File: config.mk
export PLATFORM = sky130hd
export DESIGN_NAME = cpu_sram_ctrl
export DESIGN_NICKNAME = d
export VERILOG_FILES = /design/src/rtl/cpu_sram_ctrl.sv
export SDC_FILE = /design/constraint.sdc
export NUM_CORES = 1
export LEC_CHECK = 0
export CAP_MARGIN = 20
export CORE_UTILIZATION = 44
export CTS_BUF_LIST = sky130_fd_sc_hd__clkbuf_4 sky130_fd_sc_hd__clkbuf_8 sky130_fd_sc_hd__clkbuf_16
export DETAILED_ROUTE_END_ITERATION = 6
export HOLD_SLACK_MARGIN = 0.1
export PLACE_DENSITY = 0.92
export SYNTH_ARGS = -nofsm -noshare
export SYNTH_HDL_FRONTEND = slang
export SYNTH_SLANG_ARGS = --single-unit
File: constraint.sdc
create_clock -name iClk -period 3.25 [get_ports iClk]
set_clock_uncertainty 0.15 [all_clocks]
set_input_delay 0.4875 -clock iClk [delete_from_list [all_inputs] [get_ports iClk]]
set_output_delay 0.4875 -clock iClk [all_outputs]
set_load 0.02 [all_outputs]
File: src/rtl/cpu_sram_ctrl.sv
// cpu_sram_ctrl
//   Memory-side stage behind the V20 bus front-end. It keeps an external
//   asynchronous 8-bit SRAM reading the current CPU address while idle, so a
//   read strobe returns data one cycle after it is sampled. A write strobe
//   starts a timed sequence: bus turnaround, data setup, WE pulse, data hold
//   and release. Any strobe arriving during that sequence is dropped and
//   flagged in a sticky overrun bit.
//
// Optional feature (macro CPU_SRAM_ROM_PROTECT_EN):
//   When defined, writes to addresses >= ROM_BASE are silently discarded.
//   When undefined, every write proceeds and ROM_BASE is unused.
//
// Ports:
//   iClk, iRstN            clock, asynchronous active-low reset
//   iCpuAddr[19:0]         CPU address (stable >= 1 cycle before a strobe)
//   iCpuData[7:0]          CPU write data, valid with iCpuMemWr
//   iCpuMemRd, iCpuMemWr   single-cycle read / write strobes
//   oCpuData[7:0]          read data to CPU, held between reads
//   oBusy                  write sequence in progress
//   oOverrun               sticky: strobe arrived while busy
//   oSramAddr[ADDR_W-1:0]  SRAM address
//   oSramData[7:0]         SRAM write data
//   oSramDataOe            1 = FPGA drives the SRAM data bus
//   iSramData[7:0]         SRAM read data
//   oSramCeN/OeN/WeN       SRAM chip / output / write enables, active low
module cpu_sram_ctrl #(
  parameter int          ADDR_W   = 19,
  parameter int          WR_SETUP = 1,
  parameter int          WR_PULSE = 2,
  parameter int          WR_HOLD  = 1,
  parameter logic [19:0] ROM_BASE = 20'hF0000
) (
  input  logic              iClk,
  input  logic              iRstN,
  input  logic [19:0]       iCpuAddr,
  input  logic [7:0]        iCpuData,
  input  logic              iCpuMemRd,
  input  logic              iCpuMemWr,
  output logic [7:0]        oCpuData,
  output logic              oBusy,
  output logic              oOverrun,
  output logic [ADDR_W-1:0] oSramAddr,
  output logic [7:0]        oSramData,
  output logic              oSramDataOe,
  input  logic [7:0]        iSramData,
  output logic              oSramCeN,
  output logic              oSramOeN,
  output logic              oSramWeN
);

  localparam int CNT_MAX = (WR_SETUP > WR_PULSE)
                           ? ((WR_SETUP > WR_HOLD) ? WR_SETUP : WR_HOLD)
                           : ((WR_PULSE > WR_HOLD) ? WR_PULSE : WR_HOLD);
  // The counter only ever holds (phase length - 1).
  localparam int CNT_W = (CNT_MAX > 1) ? $clog2(CNT_MAX) : 1;

  typedef enum logic [2:0] {
    IDLE, TURN, SETUP, PULSE, HOLD, RELEASE
  } state_t;

  state_t           state;
  logic [CNT_W-1:0] cnt;
  logic             wr_allowed;

`ifdef CPU_SRAM_ROM_PROTECT_EN
  assign wr_allowed = (iCpuAddr < ROM_BASE);
`else
  logic unused_bits;
  assign wr_allowed  = 1'b1;
  assign unused_bits = ^{iCpuAddr, ROM_BASE};
`endif

  always_ff @(posedge iClk or negedge iRstN) begin
    if (!iRstN) begin
      state       <= IDLE;
      cnt         <= '0;
      oCpuData    <= '0;
      oBusy       <= 1'b0;
      oOverrun    <= 1'b0;
      oSramAddr   <= '0;
      oSramData   <= '0;
      oSramDataOe <= 1'b0;
      oSramCeN    <= 1'b1;
      oSramOeN    <= 1'b1;
      oSramWeN    <= 1'b1;
    end else begin
      // Strobes outside IDLE are dropped; remember that it happened.
      if (state != IDLE && (iCpuMemRd || iCpuMemWr))
        oOverrun <= 1'b1;

      case (state)
        IDLE: begin
          // Continuous read of the current address so read data is ready
          // one cycle after the strobe.
          oSramAddr   <= iCpuAddr[ADDR_W-1:0];
          oSramCeN    <= 1'b0;
          oSramOeN    <= 1'b0;
          oSramDataOe <= 1'b0;
          oSramWeN    <= 1'b1;
          if (iCpuMemWr && wr_allowed) begin
            oSramData <= iCpuData;
            oSramOeN  <= 1'b1;
            oBusy     <= 1'b1;
            state     <= TURN;
          end else if (iCpuMemRd && !iCpuMemWr) begin
            oCpuData <= iSramData;
          end
        end
        TURN: begin
          // SRAM output drivers are off now; safe to drive the bus.
          oSramDataOe <= 1'b1;
          cnt         <= CNT_W'(WR_SETUP - 1);
          state       <= SETUP;
        end
        SETUP: begin
          if (cnt == '0) begin
            oSramWeN <= 1'b0;
            cnt      <= CNT_W'(WR_PULSE - 1);
            state    <= PULSE;
          end else begin
            cnt <= cnt - 1'b1;
          end
        end
        PULSE: begin
          if (cnt == '0) begin
            oSramWeN <= 1'b1;
            cnt      <= CNT_W'(WR_HOLD - 1);
            state    <= HOLD;
          end else begin
            cnt <= cnt - 1'b1;
          end
        end
        HOLD: begin
          if (cnt == '0) begin
            oSramDataOe <= 1'b0;
            state       <= RELEASE;
          end else begin
            cnt <= cnt - 1'b1;
          end
        end
        RELEASE: begin
          // Bus released for a full cycle before the SRAM drives it again.
          oSramOeN <= 1'b0;
          oBusy    <= 1'b0;
          state    <= IDLE;
        end
        default: begin
          state <= IDLE;
        end
      endcase
    end
  end

endmodule

==> flow_metrics.env, run 1 <==
export IMPL_vias=1240
export IMPL_cap_violations=0
export IMPL_final_setup_tns_ns=0
export IMPL_postCtsSetupBuffers=0
export IMPL_dpl_hpwl_um=3002
export IMPL_cp_arrival_ns=2.27
export IMPL_crit_family="simple AND/OR/NAND/NOR gates"
export IMPL_cp_slowest_cell="nor3_4"
export IMPL_cts_hold_buf=0
export IMPL_setup_viol=0
export IMPL_end_kind="register"
export IMPL_core_area_um2=3771
export IMPL_drc_errors=0
export IMPL_track_usage_pct=19.37
export IMPL_postSynthAreaPerCell_um2=14.53
export IMPL_hold_class="in -> async"
export IMPL_postRouteAntennaNets=0
export IMPL_grt_pass1_vias=1330
export IMPL_numCtsBuffers=5
export IMPL_worst_pin_slew_ns=0.9285
export IMPL_critPathLaunchType="register"
export IMPL_rsz0062_at_grt="no"
export IMPL_wl_per_cell_um=15.13
export IMPL_final_hold_violation_count=0
export IMPL_layout_commonest_cell="clkdlybuf4s50_1"
export IMPL_cts_sinks=45
export IMPL_rrSetupSlack_ns=1.0
export IMPL_swShare_pct=35.79
export IMPL_clockPowerShare_pct=13.5
export IMPL_p_seq_share_pct=36.2
export IMPL_crit_buf_inv=0
export IMPL_synth_seq_area_share_pct=63.73
export IMPL_antenna_found_initial=0
export IMPL_die_w_um=65.48
export IMPL_clkLatencyLatePin_ns=0.28
export IMPL_via_per_inst=4.940
export IMPL_worst_path_max_fanout=14
export IMPL_cellLeakagePower_nw=1.128
export IMPL_rows=22
export IMPL_yosys_register_bits=45
export IMPL_initial_core_util_pct=47.01
export IMPL_cts_tree="built"
export IMPL_nFillCells=235
export IMPL_pin_count=81
export IMPL_drt_initial_drc_count=45
export IMPL_post_route_util_pct=71.53
export IMPL_grt_max_degree=46
export IMPL_synth_cells=122
export IMPL_synth_distinct_cells=28
export IMPL_areaGrowthSynthToFinish_pct=52.15
export IMPL_period_needed_ns=2.251
export IMPL_ir_drop_v=0.0006102
export IMPL_syn_cell_area_um2=1773
export IMPL_first_pass_iters=4
export IMPL_critical_path_class="reg -> reg"
export IMPL_clockBufferDepth=2
export IMPL_path_depth=3
export IMPL_slew_headroom_pct=38.10
export IMPL_cts_htree_levels=2
export IMPL_fin_crit_sh_pct=69.25
export IMPL_internal_power_mw=1.857
export IMPL_switching_power_mw=1.035
export IMPL_critPathRequiredTime_ns=3.27
export IMPL_cts_root_buf="clkbuf_8"
export IMPL_cts_resized=0
export IMPL_drive_gt1_share_pct=20.20
export IMPL_ys_warn_count=0
export IMPL_fin_nets=243
export IMPL_r2r_cells=3
export IMPL_reg2reg_from="state[2]"
export IMPL_clkTransAtPathRegs_ns=0.08
export IMPL_die_area_um2=4287
export IMPL_drt_wl_total_um=3798
export IMPL_fmax_mhz=444.3
export IMPL_timing_rr_end="oSramData[3]"
export IMPL_combPwrFrac_pct=50.3
export IMPL_grt_pass1_wl_um=6030
export IMPL_layout_common_cells="clkdlybuf4s50_1 (78), dfrtp_1 (42), mux2_2 (27)"
export IMPL_power_density_nw_per_um2=1072
export IMPL_p_total_mw=2.892
export IMPL_gp_congestion=0.7825
export IMPL_status="complete, no violations"
export IMPL_finalMaxSlewViolations=0
export IMPL_antenna_cells=0
export IMPL_syn_nets=162
export IMPL_overflow=0
export IMPL_port_buffers=79
export IMPL_critical_path_max_stage_delay_ns=0.61
export IMPL_die_h_um=65.48
export IMPL_crit_path_cell_trace="nor3_4, and2_1, mux2_1"
[Yosys cell counts]
cell type	n	area, um^2
nor2_1	6	22.52
dfstp_2	3	78.83
buf_2	2	10.01
nor3b_1	1	7.510
o31ai_1	1	7.510
nand3b_2	1	11.26
a22o_1	1	8.760
buf_4	2	15.01
and2_1	1	6.260
nor3_1	2	10.01
a2bb2oi_1	1	8.760
dfrtp_1	42	1051
clkbuf_1	2	7.510
o21ai_0	2	10.01
nand2_1	3	11.26
a21oi_1	4	20.02
a32o_1	1	10.01
mux2_1	8	90.09
o22ai_1	1	6.260
or3_1	1	6.260
o21bai_1	1	7.510
nor3_4	1	16.27
xor2_1	1	8.760
xnor2_1	1	8.760
mux2_2	27	304.0
a22oi_1	1	7.510
nor2b_1	1	6.260
inv_1	4	15.01
[layout make-up]
type	count	area (um^2)	share of cell area, %
well taps	48	60.06	2.226
clock inverters	2	35.03	1.299
flip-flops and latches	45	1130	41.88
multi-input cells	67	595.6	22.08
repair buffers	80	793.3	29.41
inverters	4	15.01	0.5566
clock buffers	5	68.82	2.551
[state kept, by name, summed over array words and instances (netlist names), 3 cells and up]
register and flops:
oSramAddr 19, oSramData 8, state 3, oCpuData 8
[kinds of logic (layout without fill, tap and decap cells)]
group           Yosys count  count (layout)  synth area share (%)
compound gates           13              13                 4.870
simple gates             17              17                 5.506
buf+inv                  10              91                 2.681
mux                      35              35                 22.23
xor+xnor                  2               2                0.9882
flops                    45              45                 63.73
[worst max path at each step]
stage                         from           end  slack (ns)
after global placement    state[2]  oSramData[0]        1.08
after global routing      state[2]  oSramData[4]        0.83
final                     state[2]  oSramData[3]         1.0
after CTS                 state[2]  oSramData[3]        0.95
after floorplan           state[1]  oSramData[0]        1.65
after detailed placement  state[2]  oSramData[3]        0.96
[stage by stage]
stage / area, um^2 / worst slack, ns / instances / hold slack [ns]
final: 2698 / 0.9994 / 251 / 0.1904
after CTS: 2698 / 0.9491 / 251 / 0.2192
after detailed placement: 2594 / 0.9596 / 244 / 0.3166
after global routing: 2698 / 0.8324 / 251 / 0.2521
after global placement: 2594 / 1.083 / 244 / 0.3098
after floorplan: 1773 / 1.650 / 122 / 0.04191
[per-layer routing]
| layer | part of all wire, % | global-route usage, % | wire length [um] |
|---|---|---|---|
| met1 | 36 | 20.77 | 1372 |
| met2 | 55 | 34.54 | 2097 |
| met4 | 0.50 | 4.620 | 19 |
| met5 | 0 | 0 | 0 |
| met3 | 8.1 | 8.681 | 308 |
[power by group through the flow]
stage	logic, mW	clock network, mW	registers (mW)
2_1_floorplan	0.566	0	1.30
3_5_place_dp	1.47	0	1.06
4_1_cts	1.48	0.399	1.05
5_1_grt	1.55	0.422	1.09
6_report	1.46	0.390	1.05
3_3_place_gp	1.42	0	1.03
No activity file was read; power rests on OpenSTA's default activity.
==> run 2, diff against run 1 <==
--- a/config.mk
+++ b/config.mk
@@ -6,11 +6,11 @@
 export NUM_CORES = 1
 export LEC_CHECK = 0
 export CAP_MARGIN = 20
-export CORE_UTILIZATION = 44
+export CORE_UTILIZATION = 37
 export CTS_BUF_LIST = sky130_fd_sc_hd__clkbuf_4 sky130_fd_sc_hd__clkbuf_8 sky130_fd_sc_hd__clkbuf_16
 export DETAILED_ROUTE_END_ITERATION = 6
 export HOLD_SLACK_MARGIN = 0.1
-export PLACE_DENSITY = 0.92
+export PLACE_DENSITY = 0.84
 export SYNTH_ARGS = -nofsm -noshare
 export SYNTH_HDL_FRONTEND = slang
 export SYNTH_SLANG_ARGS = --single-unit
==> constraint.sdc (replaced) <==
create_clock -name iClk -period 2 [get_ports iClk]
set_clock_uncertainty 0.15 [all_clocks]
set_input_delay 0.3 -clock iClk [delete_from_list [all_inputs] [get_ports iClk]]
set_output_delay 0.3 -clock iClk [all_outputs]
set_load 0.02 [all_outputs]
==> run 2 against run 1 <==
Compared with the run above:
- the flow now finishes with violations (DRC)
- setup slack worse by 0.88 ns
- cell count up 4.4%
- via count is 2.8% higher
- count of clock-buffer cells in the layout unchanged
- first-iteration DRC count up 80%
- non-clock buffer count increased by 8
- utilization is 10 points lower
- largest power group unchanged
==> flow_metrics.env, run 2 (synthesis gave the netlist of run 1 again) <==
export IMPL_fin_ws_ns=0.1147
export IMPL_critPathLaunchType="register"
export IMPL_cts_tree="built"
export IMPL_final_setup_tns_ns=0
export IMPL_drt_initial_drc_count=81
export IMPL_areaGrowthSynthToFinish_pct=54.27
export IMPL_drive_gt1_share_pct=22.38
export IMPL_dp_slack_ns=0.1878
export IMPL_fin_cells=262
export IMPL_dpl_hpwl_um=2828
export IMPL_setup_viol=0
export IMPL_hold_class="reg -> reg"
export IMPL_vias=1275
export IMPL_layout_common_cells="clkdlybuf4s50_1 (78), dfrtp_1 (42), mux2_2 (27)"
export IMPL_crit_family="buffers and inverters"
export IMPL_worst_pin_slew_ns=0.5062
export IMPL_fin_nets=251
export IMPL_rsz0062_at_grt="no"
export IMPL_fmax_mhz=530.4
export IMPL_grt_pass1_vias=1382
export IMPL_wl_per_cell_um=14.36
export IMPL_track_usage_pct=16.23
export IMPL_cts_htree_levels=2
export IMPL_drc_errors=3
export IMPL_core_area_um2=4474
export IMPL_top_regs="oSramAddr x19, oCpuData x8, oSramData x8"
export IMPL_clkLatencyLatePin_ns=0.29
export IMPL_largest_reg_flops=19
export IMPL_top_register="oSramAddr"
export IMPL_die_area_um2=5072
export IMPL_cellLeakagePower_nw=1.153
export IMPL_via_per_inst=4.866
export IMPL_critical_path_class="reg -> out"
export IMPL_finalMaxSlewViolations=0
export IMPL_layout_commonest_cell="clkdlybuf4s50_1"
export IMPL_status="finished, violations left"
export IMPL_clkTransAtPathRegs_ns=0.08
export IMPL_postRouteAntennaNets=0
export IMPL_critical_path_max_stage_delay_ns=0.60
export IMPL_port_buffers=79
export IMPL_end_kind="output pin"
export IMPL_gp_congestion=0.7435
export IMPL_worst_path_max_fanout=3
export IMPL_crit_buf_inv=1
export IMPL_clockBufferDepth=2
export IMPL_critPathRequiredTime_ns=1.55
export IMPL_drt_wl_total_um=3762
export IMPL_fin_area_um2=2735
export IMPL_dp_cells=255
export IMPL_cap_violations=0
export IMPL_cts_root_buf="clkbuf_8"
export IMPL_die_w_um=71.22
export IMPL_cp_slowest_cell="clkdlybuf4s50_1"
export IMPL_cp_arrival_ns=1.44
export IMPL_slew_headroom_pct=66.25
export IMPL_placed_area_um2=2651
export IMPL_crit_path_cell_trace="clkdlybuf4s50_1"
export IMPL_rows=24
export IMPL_antenna_cells=0
export IMPL_fin_crit_sh_pct=94.26
export IMPL_violations="DRC"
export IMPL_antenna_found_initial=0
export IMPL_pin_count=81
export IMPL_numCtsBuffers=5
export IMPL_initial_core_util_pct=39.63
export IMPL_grt_max_degree=23
export IMPL_final_hold_violation_count=0
export IMPL_ir_drop_v=0.0007769
export IMPL_post_route_util_pct=61.13
export IMPL_period_needed_ns=1.885
export IMPL_cts_sinks=45
export IMPL_grt_pass1_wl_um=6237
export IMPL_first_pass_iters=6
export IMPL_power_density_nw_per_um2=1691
export IMPL_die_h_um=71.22
export IMPL_overflow=0
run 2: path summary, 6_finish.rpt:
check / from / to / slack (ns) / cells after the start
worst max-delay path: oSramWeN / oSramWeN / 0.11 / 1
worst min-delay path: oSramData[5] / oSramData[5] / 0.34 / 1
worst max register to register: state[0] / oCpuData[0] / 0.27 / 4
worst min register to register: oSramData[5] / oSramData[5] / 0.34 / 1
max in group asynchronous: iRstN / oSramWeN / 0.72 / 3
min in group asynchronous: iRstN / oOverrun / 0.35 / 2
run 2: power breakdown:
part,leakage (nW),internal (mW),switching (mW),total (mW)
Sequential,0.522,1.37,0.257,1.63
Clock,0.0399,0.230,0.282,0.512
Combinational,0.591,1.34,1.14,2.48
run 2: layout make-up:
type | count | area, um^2
inverters | 4 | 15.01
flip-flops and latches | 45 | 1130
clock inverters | 1 | 5.005
repair buffers | 88 | 855.8
fillers | 351 | 1739
clock buffers | 5 | 68.82
well taps | 52 | 65.06
multi-input cells | 67 | 595.6
run 2: timing repair:
action / CTS / global route
setup endpoints to repair: 0 / 0
buffers inserted: 0 / 0
resized for setup: 0 / 0
hold endpoints to repair: 19 / 0
hold buffers: 1 / 0
run 2: through the flow:
stage	power [mW]	hold slack (ns)
after floorplan	3.030	-0.1456
after global placement	4.089	0.1440
after detailed placement	4.157	0.1547
after CTS	4.686	0.3381
after global routing	4.906	0.3474
final	4.625	0.3352
run 2: layer usage:
| layer | vias to the layer above | global-route usage (%) | share of wire [%] |
|---|---|---|---|
| met5 | - | 0 | 0 |
| met4 | 0 | 5.333 | 1.7 |
| met3 | 8 | 5.485 | 4.7 |
| met2 | 43 | 29.42 | 53 |
| met1 | 625 | 17.81 | 41 |
| li1 | 599 | - | - |
